$ cat src/rtl/swap_datapath.sv
// Three-register swap datapath (A, B, temp T) stepped by an external controller,
// with phase tracking, protocol-violation detection, done pulse and swap counter.
module swap_datapath #(
  parameter int WIDTH = 8
) (
  input  logic             clk,
  input  logic             reset,
  input  logic             w,
  input  logic [1:0]       sel,
  input  logic             load,
  input  logic [WIDTH-1:0] a_in,
  input  logic [WIDTH-1:0] b_in,
  input  logic             err_clr,
  output logic [WIDTH-1:0] a_out,
  output logic [WIDTH-1:0] b_out,
  output logic             busy,
  output logic             done,
  output logic             err,
  output logic [7:0]       swap_cnt
);

  typedef enum logic [1:0] {
    P0 = 2'd0,
    P1 = 2'd1,
    P2 = 2'd2
  } phase_t;

  phase_t           phase, phase_n;
  logic [WIDTH-1:0] a_q, b_q, t_q;
  logic [WIDTH-1:0] a_n, b_n, t_n;
  logic             viol;
  logic             finish;

  always_comb begin
    phase_n = phase;
    a_n     = a_q;
    b_n     = b_q;
    t_n     = t_q;
    viol    = 1'b0;
    finish  = 1'b0;

    if (w) begin
      unique case (phase)
        P0: begin
          if (sel == 2'd1) begin
            t_n     = a_q;
            phase_n = P1;
          end else begin
            viol    = 1'b1;
            phase_n = P0;
          end
        end
        P1: begin
          if (sel == 2'd2) begin
            a_n     = b_q;
            phase_n = P2;
          end else begin
            viol    = 1'b1;
            phase_n = P0;
          end
        end
        P2: begin
          if (sel == 2'd3) begin
            b_n     = t_q;
            finish  = 1'b1;
            phase_n = P0;
          end else begin
            viol    = 1'b1;
            phase_n = P0;
          end
        end
        default: phase_n = P0;
      endcase
    end else if (phase != P0) begin
      // Aborted sequence: keep the partially swapped registers as they are.
      viol    = 1'b1;
      phase_n = P0;
    end else if (load) begin
      a_n = a_in;
      b_n = b_in;
    end

    // A load that collides with a swap step or an in-flight sequence is dropped.
    if (load && (w || phase != P0)) begin
      viol = 1'b1;
    end
  end

  always_ff @(posedge clk) begin
    if (reset) begin
      phase    <= P0;
      a_q      <= '0;
      b_q      <= '0;
      t_q      <= '0;
      busy     <= 1'b0;
      done     <= 1'b0;
      err      <= 1'b0;
      swap_cnt <= '0;
    end else begin
      phase <= phase_n;
      a_q   <= a_n;
      b_q   <= b_n;
      t_q   <= t_n;
      busy  <= (phase_n != P0);
      done  <= finish;
      if (viol) begin
        err <= 1'b1;
      end else if (err_clr) begin
        err <= 1'b0;
      end
      if (finish) begin
        swap_cnt <= swap_cnt + 8'd1;
      end
    end
  end

  assign a_out = a_q;
  assign b_out = b_q;

endmodule
$ cat config.mk
export PLATFORM = sky130hd
export DESIGN_NAME = swap_datapath
export DESIGN_NICKNAME = d
export VERILOG_FILES = /design/src/rtl/swap_datapath.sv
export SDC_FILE = /design/constraint.sdc
export NUM_CORES = 1
export LEC_CHECK = 0
export BUFFER_PORTS_ARGS = -buffer_cell sky130_fd_sc_hd__buf_2
export CORE_MARGIN = 2
export CORE_UTILIZATION = 47
export CTS_CLUSTER_SIZE = 10
export DETAILED_ROUTE_END_ITERATION = 6
export PLACE_DENSITY = 0.85
export SYNTH_ARGS = -nofsm -noshare
export SYNTH_HDL_FRONTEND = slang
export SYNTH_SLANG_ARGS = --single-unit
$ cat constraint.sdc
create_clock -name clk -period 1.4 [get_ports clk]
set_input_delay 0.14 -clock clk [delete_from_list [all_inputs] [get_ports clk]]
set_output_delay 0.14 -clock clk [all_outputs]
set_load 0.005 [all_outputs]
Word-level counts from Yosys, hierarchy flattened. Index checks and enable logic that the tools add are counted. Widths: inputs -> output; s select.

$add $sub $neg: 1. Eq/ne operators: 10. Muxes and demuxes: 27. Reductions and logical operators: 10.

Operators with widths (count): $mux 8 (10); $mux 1 (12); $add 8x1->8 const B (1); $ne 2x1->1 const B (4); $reduce_and 4->1 (2); $reduce_bool 2->1 (4); $eq 2x2->1 const B (3); $mux 2 (3); $eq 2x1->1 const B (2); $pmux 2 s2 (1); $pmux 1 s3 (1); $reduce_and 3->1 (1); $logic_not 2->1 (1); $ne 2x2->1 const B (1); $logic_and 1x1->1 (1); $logic_or 1x1->1 (1).

Flip-flop bits (word level): 37. Input port bits: 23. Output and inout port bits: 27.

Logic depth before layout (Yosys ltp). Gate-level depths: netlist (run 1).

Depth in word-level cells: 6. Gate-level depth with buffers: 5.

Worst setup path before layout (run 1). OpenSTA, ideal clock, no wires.

Kind: flip-flop to flip-flop. Start: register phase[1]. End: register b_q[0], in the netlist b_out[0]. Library setup time: 86 ps. Data arrival time: 1353 ps. Data required time: 1314 ps. Setup slack: -38 ps. Cell stages (with the launch flop): 6. Buffers on the path: 2. Clock period less this slack: 1438 ps. Path through: dfxtp_1 -> buf_4 -> or3b_1 -> buf_6 -> a21o_4 -> a211oi_1.

Word-level cells in the longest chain between the ends: 3.

RTL lines: start, declared (line 28) `phase_t phase, phase_n;`; start signal, assigned (line 100) `phase <= phase_n;`; $eq 2x2->1 / $reduce_bool 2->1 (equally long branches) (line 43, 74); $ne 2x1->1 (no source line) / $ne 2x2->1 (equally long branches); $reduce_and 4->1 (no source line) (*); end signal, assigned (line 102) `b_q <= b_n;`; end, declared (line 29) `logic [WIDTH-1:0] a_q, b_q, t_q;`.

Mark *: on every way between the ends. The rest lies on a longest branch, timed or not. A chain may end at the register's enable or synchronous reset.

Worst setup path in the final report (run 1).
Start: register phase[1]. End: register b_q[3], in the netlist b_out[3].

Same word-level chain as after synthesis.

==> out/metrics.csv, run 1 <==
metric,value,unit
clock_latency,0.29,ns
drive_gt1_share,47.9,%
grt_max_degree,20,
htree_levels,2,
yosysMostFrequentCell,dfxtp_1,
powerDensity,1010,nW/um^2
synth_area_leaders,"dfxtp_1 40%, a211oi_1 13%, mux2_2 9.7%",
syn_area_per_cell,9.15,sq um
multi_input_area,1050,sq um
syn_nets,227,
num-nets-final,288,
crit_path_max_incr_delay,0.52,ns
synth_edf_count,0,
postSynthCellCount,203,
drc,0,
irDropWorstVdd,0.000870,V
slew_violations,0,
ys_seq_area_share,39.9,%
crit_arrival,1.56,ns
period_needed,1.39,ns
numCtsBuffers,5,
grt_antenna_before_repair,0,
netlist_top_cells_count,"37 x dfxtp_1, 32 x a211oi_1, 20 x inv_1",
worst_slew_pin_slew,0.383,ns
ant_nets,0,
fill_cells,299,
core-area,3720,sq um
critical_path_class,flip-flop to flip-flop,
clkSinkCount,37,
cts_buffer_depth,2,
synthFlopType,dfxtp_1,
worstPathMaxFanout,7,
cts_tree,done,
holdCritPathClass,primary input to flip-flop,
grt.total_usage,22.9,%
status,finished clean,
die_w,66.9,um
antenna_cells,0,
ys_ff_latch,37,
clk_pin_slew,0.07,ns
ys_types,31,
gp_congestion,0.838,
hold_viol,0,
synth_top_area_share,39.9,%
io_pins,50,
slew_headroom,74.3,%
die_y,66.9,um
setup_violations,0,
path_cells,or3b_2 -> a211oi_1 -> a211oi_2,
overflow,0,
wl_per_cell,16.0,um
finClkSkew,0.00786,ns
fmax,721,MHz
maxCapViolCount,0,
rsz0062_at_grt,true,
cp-end-kind,flip-flop,
rows,22,
grt_pass1_vias,1587,
start_util,50.0,%
vias_per_cell,5.65,
root_buffer,clkbuf_8,
netlist_area,1860,sq um
p_total,0.00253,W
leakagePower,1.03,nW
seq_area,746,sq um
dieArea,4470,sq um
yosys.area.top_type,dfxtp_1,
syn2layout_area_growth,34.8,%
ys_async_sr_fraction,0,%
cp-start-kind,flip-flop,
numPortBuffers,49,
whs_path_depth,2,
firstDrtPassIters,4,
cp.required,1.58,ns
min_period_over_period,99.0,%
grt_pass1_wl,7590,um
vias,1770,
reg2regPathDepth,3,
synth_warnings,0,
hpwl,3420,um
slowest_stage,or3b_2,
drt-initial-drc-count,119,
routed_wl,5000,um
holdWs,0.105,ns
-- logic make-up (layout without fill, tap and decap cells) --
family / after synthesis / count (layout) / synth area share (%)
buf+inv: 40 / 101 / 9.97
simple gates: 39 / 40 / 14.0
mux: 17 / 17 / 10.2
fa+ha+maj: 1 / 1 / 0.674
flops: 37 / 37 / 39.9
compound gates: 69 / 69 / 25.2
-- worst max-delay path, delay by kind of cell (launching register included) --
kind	cells	cell delay (ns)
AND/OR/NAND/NOR	1	0.52
flip-flops	1	0.38
AO/OA/AOI/OAI	2	0.37
-- cell type report --
cell class / count / share of cell area [%]
clock buffers: 5 / 2.75
clock inverters: 3 / 2.60
inverters: 20 / 3.00
multi-input cells: 127 / 42.1
flip-flops and latches: 37 / 29.8
well taps: 48 / 2.40
repair buffers: 73 / 17.3
-- flip-flops by register name, summed over array words and instances, names as in the netlist --
register / count
b_out: 8
swap_cnt: 8
busy: 1
t_q: 8
err: 1
done: 1
phase: 2
a_out: 8
-- cells in the final DEF (no fill, tap or decap), drive strengths merged, types with 3 or more instances in the layout --
cell type / n
dfxtp: 37
or4: 6
a211oi: 32
buf: 73
o31ai: 6
nor3: 4
o21ai: 10
or3b: 3
nand4b: 3
a21oi: 17
inv: 20
clkbuf: 5
mux2: 16
nand4: 3
nand3: 10
-- power breakdown --
group,internal (W),switching [W]
clock network,0.000708,0.000384
logic,0.000159,0.000163
registers,0.00109,0.0000268
total,0.00196,0.000574
-- metrics by stage --
step / worst slack [ns] / TNS, ns / instance area, sq um / cells / utilization, %
finish: 0.0136 / 0 / 2500 / 313 / 67.3
global route: -0.0518 / -0.245 / 2500 / 313 / 67.3
CTS: 0.00466 / 0 / 2410 / 310 / 64.8
detailed placement: -0.103 / -0.873 / 2260 / 302 / 60.9
global placement: -0.0333 / -0.246 / 2260 / 302 / 60.9
floorplan: -0.0183 / -0.157 / 1910 / 203 / -
-- per-layer routing --
| metal | GRT usage, % | up-vias | wire, um |
|---|---|---|---|
| li1 | - | 876 | - |
| met1 | 30.1 | 824 | 2270 |
| met2 | 36.3 | 53 | 2350 |
| met3 | 6.25 | 17 | 247 |
| met4 | 7.40 | 0 | 138 |
| met5 | 0 | - | 0 |
-- final timing paths --
check	start	end	slack [ns]
max reg2reg	phase[1]	b_out[3]	0.01
min reg2reg	a_out[1]	a_out[1]	0.47
max	phase[1]	b_out[3]	0.01
min	reset	phase[1]	0.11
-- repair_timing --
| action | in CTS | in global routing |
|---|---|---|
| setup endpoints to repair | 19 | 22 |
| hold endpoints to repair | 0 | 0 |
| hold buffers | 0 | 0 |
| pin swaps | 4 | 4 |
| gates resized for setup | 5 | 16 |
| setup buffers | 0 | 2 |
| cloned | 0 | 1 |
(Power assumes the default switching activity.)
==> run 2: changes to the inputs <==
--- a/config.mk
+++ b/config.mk
@@ -5,9 +5,10 @@
 export SDC_FILE = /design/constraint.sdc
 export NUM_CORES = 1
 export LEC_CHECK = 0
+export ABC_AREA = 1
 export BUFFER_PORTS_ARGS = -buffer_cell sky130_fd_sc_hd__buf_2
 export CORE_MARGIN = 2
-export CORE_UTILIZATION = 47
+export CORE_UTILIZATION = 46
 export CTS_CLUSTER_SIZE = 10
 export DETAILED_ROUTE_END_ITERATION = 6
 export PLACE_DENSITY = 0.85
==> run 2 against run 1 <==
  * First-iteration DRC count fell by 1.7%
  * Synthesized cell count increased by 23%
  * Wire length is 19% lower
  * Critical path type unchanged
  * Core utilization decreased by 6.1 points
  * Global-route usage down 2.3 points
  * Synthesized area shrank 9.2%
==> out/metrics.csv, run 2 <==
metric,value,unit
die_w,64.5,um
layout_commonest_cell,nand2_1,
reg2reg_slack,0.07,ns
ant_nets,0,
synth_top_family_by_area,simple AND/OR/NAND/NOR gates,
synth_top_area_share,43.9,%
yosysMostFrequentCell,nand2_1,
vias,1723,
htree_levels,2,
antenna_cells,0,
min_period_over_period,95.1,%
hold_viol,0,
firstDrtPassIters,4,
routed_wl,4060,um
finalSetupTns,0,ns
rsz0062_at_grt,true,
hpwl,3010,um
gp_congestion,0.889,
cts_buffer_depth,2,
ys_seq_area_share,43.9,%
io_pins,50,
ctsHoldBuffers,0,
numCtsBuffers,5,
dieArea,4160,sq um
irDropWorstVdd,0.000709,V
slew_violations,0,
cp-start-kind,flip-flop,
ys_types,17,
final_core_util,61.3,%
cp-end-kind,flip-flop,
synth_mux_area_share,0,%
core-area,3420,sq um
ys_async_sr_fraction,0,%
maxCapViolCount,0,
finClkSkew,0.00467,ns
crit_arrival,1.61,ns
rows,21,
status,finished clean,
syn_nets,274,
grt_pass1_wl,6640,um
worst_slew_pin_slew,0.360,ns
syn_area_per_cell,6.74,sq um
netlist_top_cells_count,"72 x nand2_1, 37 x dfxtp_1, 33 x nor2_1",
clk_pin_slew,0.10,ns
die_y,64.5,um
grt_antenna_before_repair,0,
holdCritPathClass,primary input to flip-flop,
synth_edf_count,0,
fill_cells,337,
slew_headroom,76.0,%
syn2layout_area_growth,24.2,%
synth_area_leaders,"dfxtp_1 44%, nand2_1 16%, a21oi_1 7.4%",
clock_latency,0.34,ns
yosys.area_share.xor_xnor,0.520,%
synth_warnings,0,
final_cells,352,
root_buffer,clkbuf_4,
period_needed,1.33,ns
cp.required,1.68,ns
fmax,751,MHz
setup_violations,0,
netlist_area,1690,sq um
grt_pass1_vias,1498,
synthAdderAreaFrac,0.742,%
drive_gt1_share,23.5,%
worstPathMaxFanout,10,
synth-compound-area-share,12.8,%
critical_path_class,flip-flop to flip-flop,
synth-simple-area-share,34.1,%
dp_cells,344,
start_util,49.3,%
powerDensity,954,nW/um^2
synthFlopType,dfxtp_1,
overflow,0,
leakagePower,1.02,nW
num-nets-final,329,
cts_tree,done,
numPortBuffers,49,
postSynthCellCount,250,
final_cell_mix,"72 x nand2_1, 49 x buf_2, 37 x dfxtp_1",
post_cts_buffers,0,
wl_per_cell,11.5,um
ys_ff_latch,37,
drc,0,
drt-initial-drc-count,117,
yosys.area.top_type,dfxtp_1,
grt.total_usage,20.6,%
grt_max_degree,23,
clkSinkCount,37,
vias_per_cell,4.89,
-- run 2: cell types whose count changed in the layout (fill, tap and decap cells not counted), moves of 4 or more --
cell      delta
a211oi_1    -19
a211oi_2    -13
a21oi_1     +11
buf_4       -11
clkbuf_4     +5
mux2_2      -16
nand2_1     +70
nand3_1      +4
nand3b_1     +9
nor2_1      +30
o21ai_0      +8
o31ai_1      -5
-- run 2: area by class of cell --
| class | instances | area (sq um) | area share [%] |
|---|---|---|---|
| Multi-Input combinational cell | 179 | 815 | 38.9 |
| Sequential cell | 37 | 741 | 35.4 |
| Tap cell | 46 | 57.6 | 2.75 |
| Clock inverter | 1 | 5.00 | 0.239 |
| Timing Repair Buffer | 60 | 328 | 15.7 |
| Inverter | 22 | 82.6 | 3.95 |
| Clock buffer | 7 | 65.1 | 3.11 |
-- run 2: worst max-delay path, cell delays in order (launching register included) --
cell	delay [ns]
dfxtp_1	0.36
inv_1	0.08
nor2_1	0.12
nand3_2	0.18
nand2_1	0.30
nand2_1	0.09
a21oi_1	0.14
-- run 2: final timing paths --
check,endpoint,cells past startpoint,startpoint
setup reg to reg,b_out[5],6,phase[1]
hold / removal,a_out[6],5,a_in[6]
hold reg to reg,t_q[7],2,t_q[7]
setup / recovery,b_out[5],6,phase[1]
-- run 2: kinds of logic after synthesis --
logic type	after synthesis
AND/OR/NAND/NOR	134
adder cells (fa/ha/maj)	1
flip-flops	37
AO/OA/AOI/OAI	43
buffers and inverters	34
XOR/XNOR	1
-- run 2: layer usage --
metal	vias to the layer above	share of wire, %	GRT usage, %
met5	-	0	0
met4	0	0.84	7.18
met3	5	6.7	6.77
met2	59	45	31.4
met1	755	48	27.2
li1	904	-	-
-- run 2: where the power goes --
group | leakage (nW) | total (W) | switching (W) | internal (W)
clock network | 0.0413 | 0.000630 | 0.000339 | 0.000291
registers | 0.301 | 0.00111 | 0.0000226 | 0.00109
logic | 0.682 | 0.000253 | 0.000142 | 0.000111
total | 1.02 | 0.00200 | 0.000504 | 0.00149
-- run 2: what timing repair did --
item                                   4_1_cts  5_1_grt
endpoints found under the hold margin        0        0
resized for setup                            0        1
setup endpoints to repair                    0        4
-- run 2: metrics by stage --
stage / area [sq um] / total power [W] / setup slack [ns] / hold slack (ns)
CTS: 2090 / 0.00201 / 0.0479 / 0.0872
global placement: 2020 / 0.00138 / 0.118 / 0.432
floorplan: 1690 / 0.00128 / 0.204 / 0.348
finish: 2090 / 0.00200 / 0.0690 / 0.0946
global route: 2090 / 0.00210 / -0.0273 / 0.115
detailed placement: 2020 / 0.00139 / 0.0703 / 0.440
==> run 3: changes to the inputs <==
--- a/config.mk
+++ b/config.mk
@@ -12,6 +12,7 @@
 export CTS_CLUSTER_SIZE = 10
 export DETAILED_ROUTE_END_ITERATION = 6
 export PLACE_DENSITY = 0.85
+export REMOVE_ABC_BUFFERS = 1
 export SYNTH_ARGS = -nofsm -noshare
 export SYNTH_HDL_FRONTEND = slang
 export SYNTH_SLANG_ARGS = --single-unit
==> run 3 against run 2 <==
  * Die area unchanged
  * Power down 3.9%
  * Design area up 0.24%
  * Global-route usage up 0.11 points
  * Sequential power about the same
  * Sequential cell count unchanged
  * Setup slack better by 0.059 ns
  * First-iteration DRC count down 39%
  * Highest routed layer unchanged
==> out/metrics.csv, run 3 (synthesis gave the netlist of run 2 again) <==
metric,value,unit
dieArea,4160,sq um
hpwl,2870,um
ctsHoldBuffers,0,
rsz0062_at_grt,false,
status,finished clean,
crit_arrival,1.51,ns
numCtsBuffers,5,
dp_cells,343,
fin_ws,0.128,ns
clock_latency,0.35,ns
root_buffer,clkbuf_4,
pwr-share-seq,58.0,%
leakagePower,1.01,nW
min_period_over_period,90.8,%
syn2layout_area_growth,24.5,%
grt_pass1_vias,1579,
io_pins,50,
finalSetupTns,0,ns
p_comb_share,13.4,%
holdWs,0.0939,ns
worstPathMaxFanout,18,
p_clk_share,28.5,%
cp-start-kind,flip-flop,
irDropWorstVdd,0.000515,V
drc,0,
cts_buffer_depth,2,
grt_antenna_before_repair,0,
p_switching,0.000523,W
grt_max_degree,23,
wl_per_cell,11.4,um
grt_pass1_wl,6780,um
grt.total_usage,20.7,%
vias_per_cell,4.85,
routed_wl,4000,um
cp-end-kind,flip-flop,
critical_path_class,flip-flop to flip-flop,
post_cts_buffers,0,
final_cell_mix,"71 x nand2_1, 49 x buf_2, 37 x dfxtp_1",
slew_violations,0,
slew_headroom,76.3,%
worst_slew_pin_slew,0.355,ns
num-nets-final,328,
die_y,64.5,um
clk_pin_slew,0.11,ns
fmax,786,MHz
overflow,0,
period_needed,1.27,ns
numPortBuffers,49,
fill_cells,348,
pre_cts_ws,0.0755,ns
drt-initial-drc-count,71,
vias,1702,
core-area,3420,sq um
p_total,0.00192,W
gp_congestion,0.766,
die_w,64.5,um
final_cells,351,
p_sw_share,27.2,%
setup_violations,0,
drive_gt1_share,23.9,%
firstDrtPassIters,4,
start_util,49.3,%
hold_viol,0,
ant_nets,0,
holdCritPathClass,primary input to flip-flop,
antenna_cells,0,
cts_resized,0,
clkSinkCount,37,
cts_tree,done,
layout_commonest_cell,nand2_1,
cp.required,1.64,ns
maxCapViolCount,0,
rows,21,
intPower,0.00140,W
powerDensity,915,nW/um^2
htree_levels,2,
finClkSkew,0.0119,ns
-- run 3: cell types whose count changed in the layout (fill, tap and decap cells not counted), sizes merged --
cell and change:
clkinv +1, clkbuf -2, buf -1, clkinvlp +1
-- run 3: power by group through the flow --
stage               clock (W)  combinational (W)  sequential, W
CTS                  0.000557           0.000257        0.00111
global placement            0           0.000248        0.00114
floorplan                   0           0.000128        0.00114
finish               0.000548           0.000258        0.00111
global route         0.000615           0.000296        0.00112
detailed placement          0           0.000255        0.00114
-- run 3: worst max-delay path, stage by stage (launching register included) --
cell and delay (ns):
dfxtp_1 0.35, nor2_1 0.17, buf_4 0.14, nand4_1 0.07, buf_4 0.21, o21ai_0 0.16
a21oi_1 0.06
-- run 3: layout make-up --
class | count | area [sq um] | share of cell area [%]
Clock buffer | 5 | 37.5 | 1.79
Clock inverter | 3 | 17.5 | 0.835
Tap cell | 46 | 57.6 | 2.74
Timing Repair Buffer | 59 | 333 | 15.9
Sequential cell | 37 | 741 | 35.3
Inverter | 22 | 82.6 | 3.94
Multi-Input combinational cell | 179 | 830 | 39.5
-- run 3: routing by layer --
metal | up-vias | global-route usage (%) | wire [um] | part of all wire [%]
li1 | 905 | - | - | -
met1 | 751 | 24.1 | 1790 | 45
met2 | 40 | 37.1 | 1960 | 49
met3 | 6 | 5.73 | 209 | 5.2
met4 | 0 | 5.59 | 36 | 0.90
met5 | - | 0 | 0 | 0
-- run 3: final timing paths --
| path | cells after the start | to | startpoint | slack (ns) |
|---|---|---|---|---|
| max | 6 | t_q[2] | phase[0] | 0.13 |
| min | 5 | a_out[2] | a_in[2] | 0.09 |
| max reg2reg | 6 | t_q[2] | phase[0] | 0.13 |
| min reg2reg | 2 | t_q[1] | t_q[1] | 0.46 |
-- run 3: stage by stage --
stage          instance area (sq um)  utilization [%]
2_1_floorplan                   1640                -
3_3_place_gp                    2030             59.3
3_5_place_dp                    2030             59.3
4_1_cts                         2080             60.9
5_1_grt                         2100             61.4
6_report                        2100             61.4
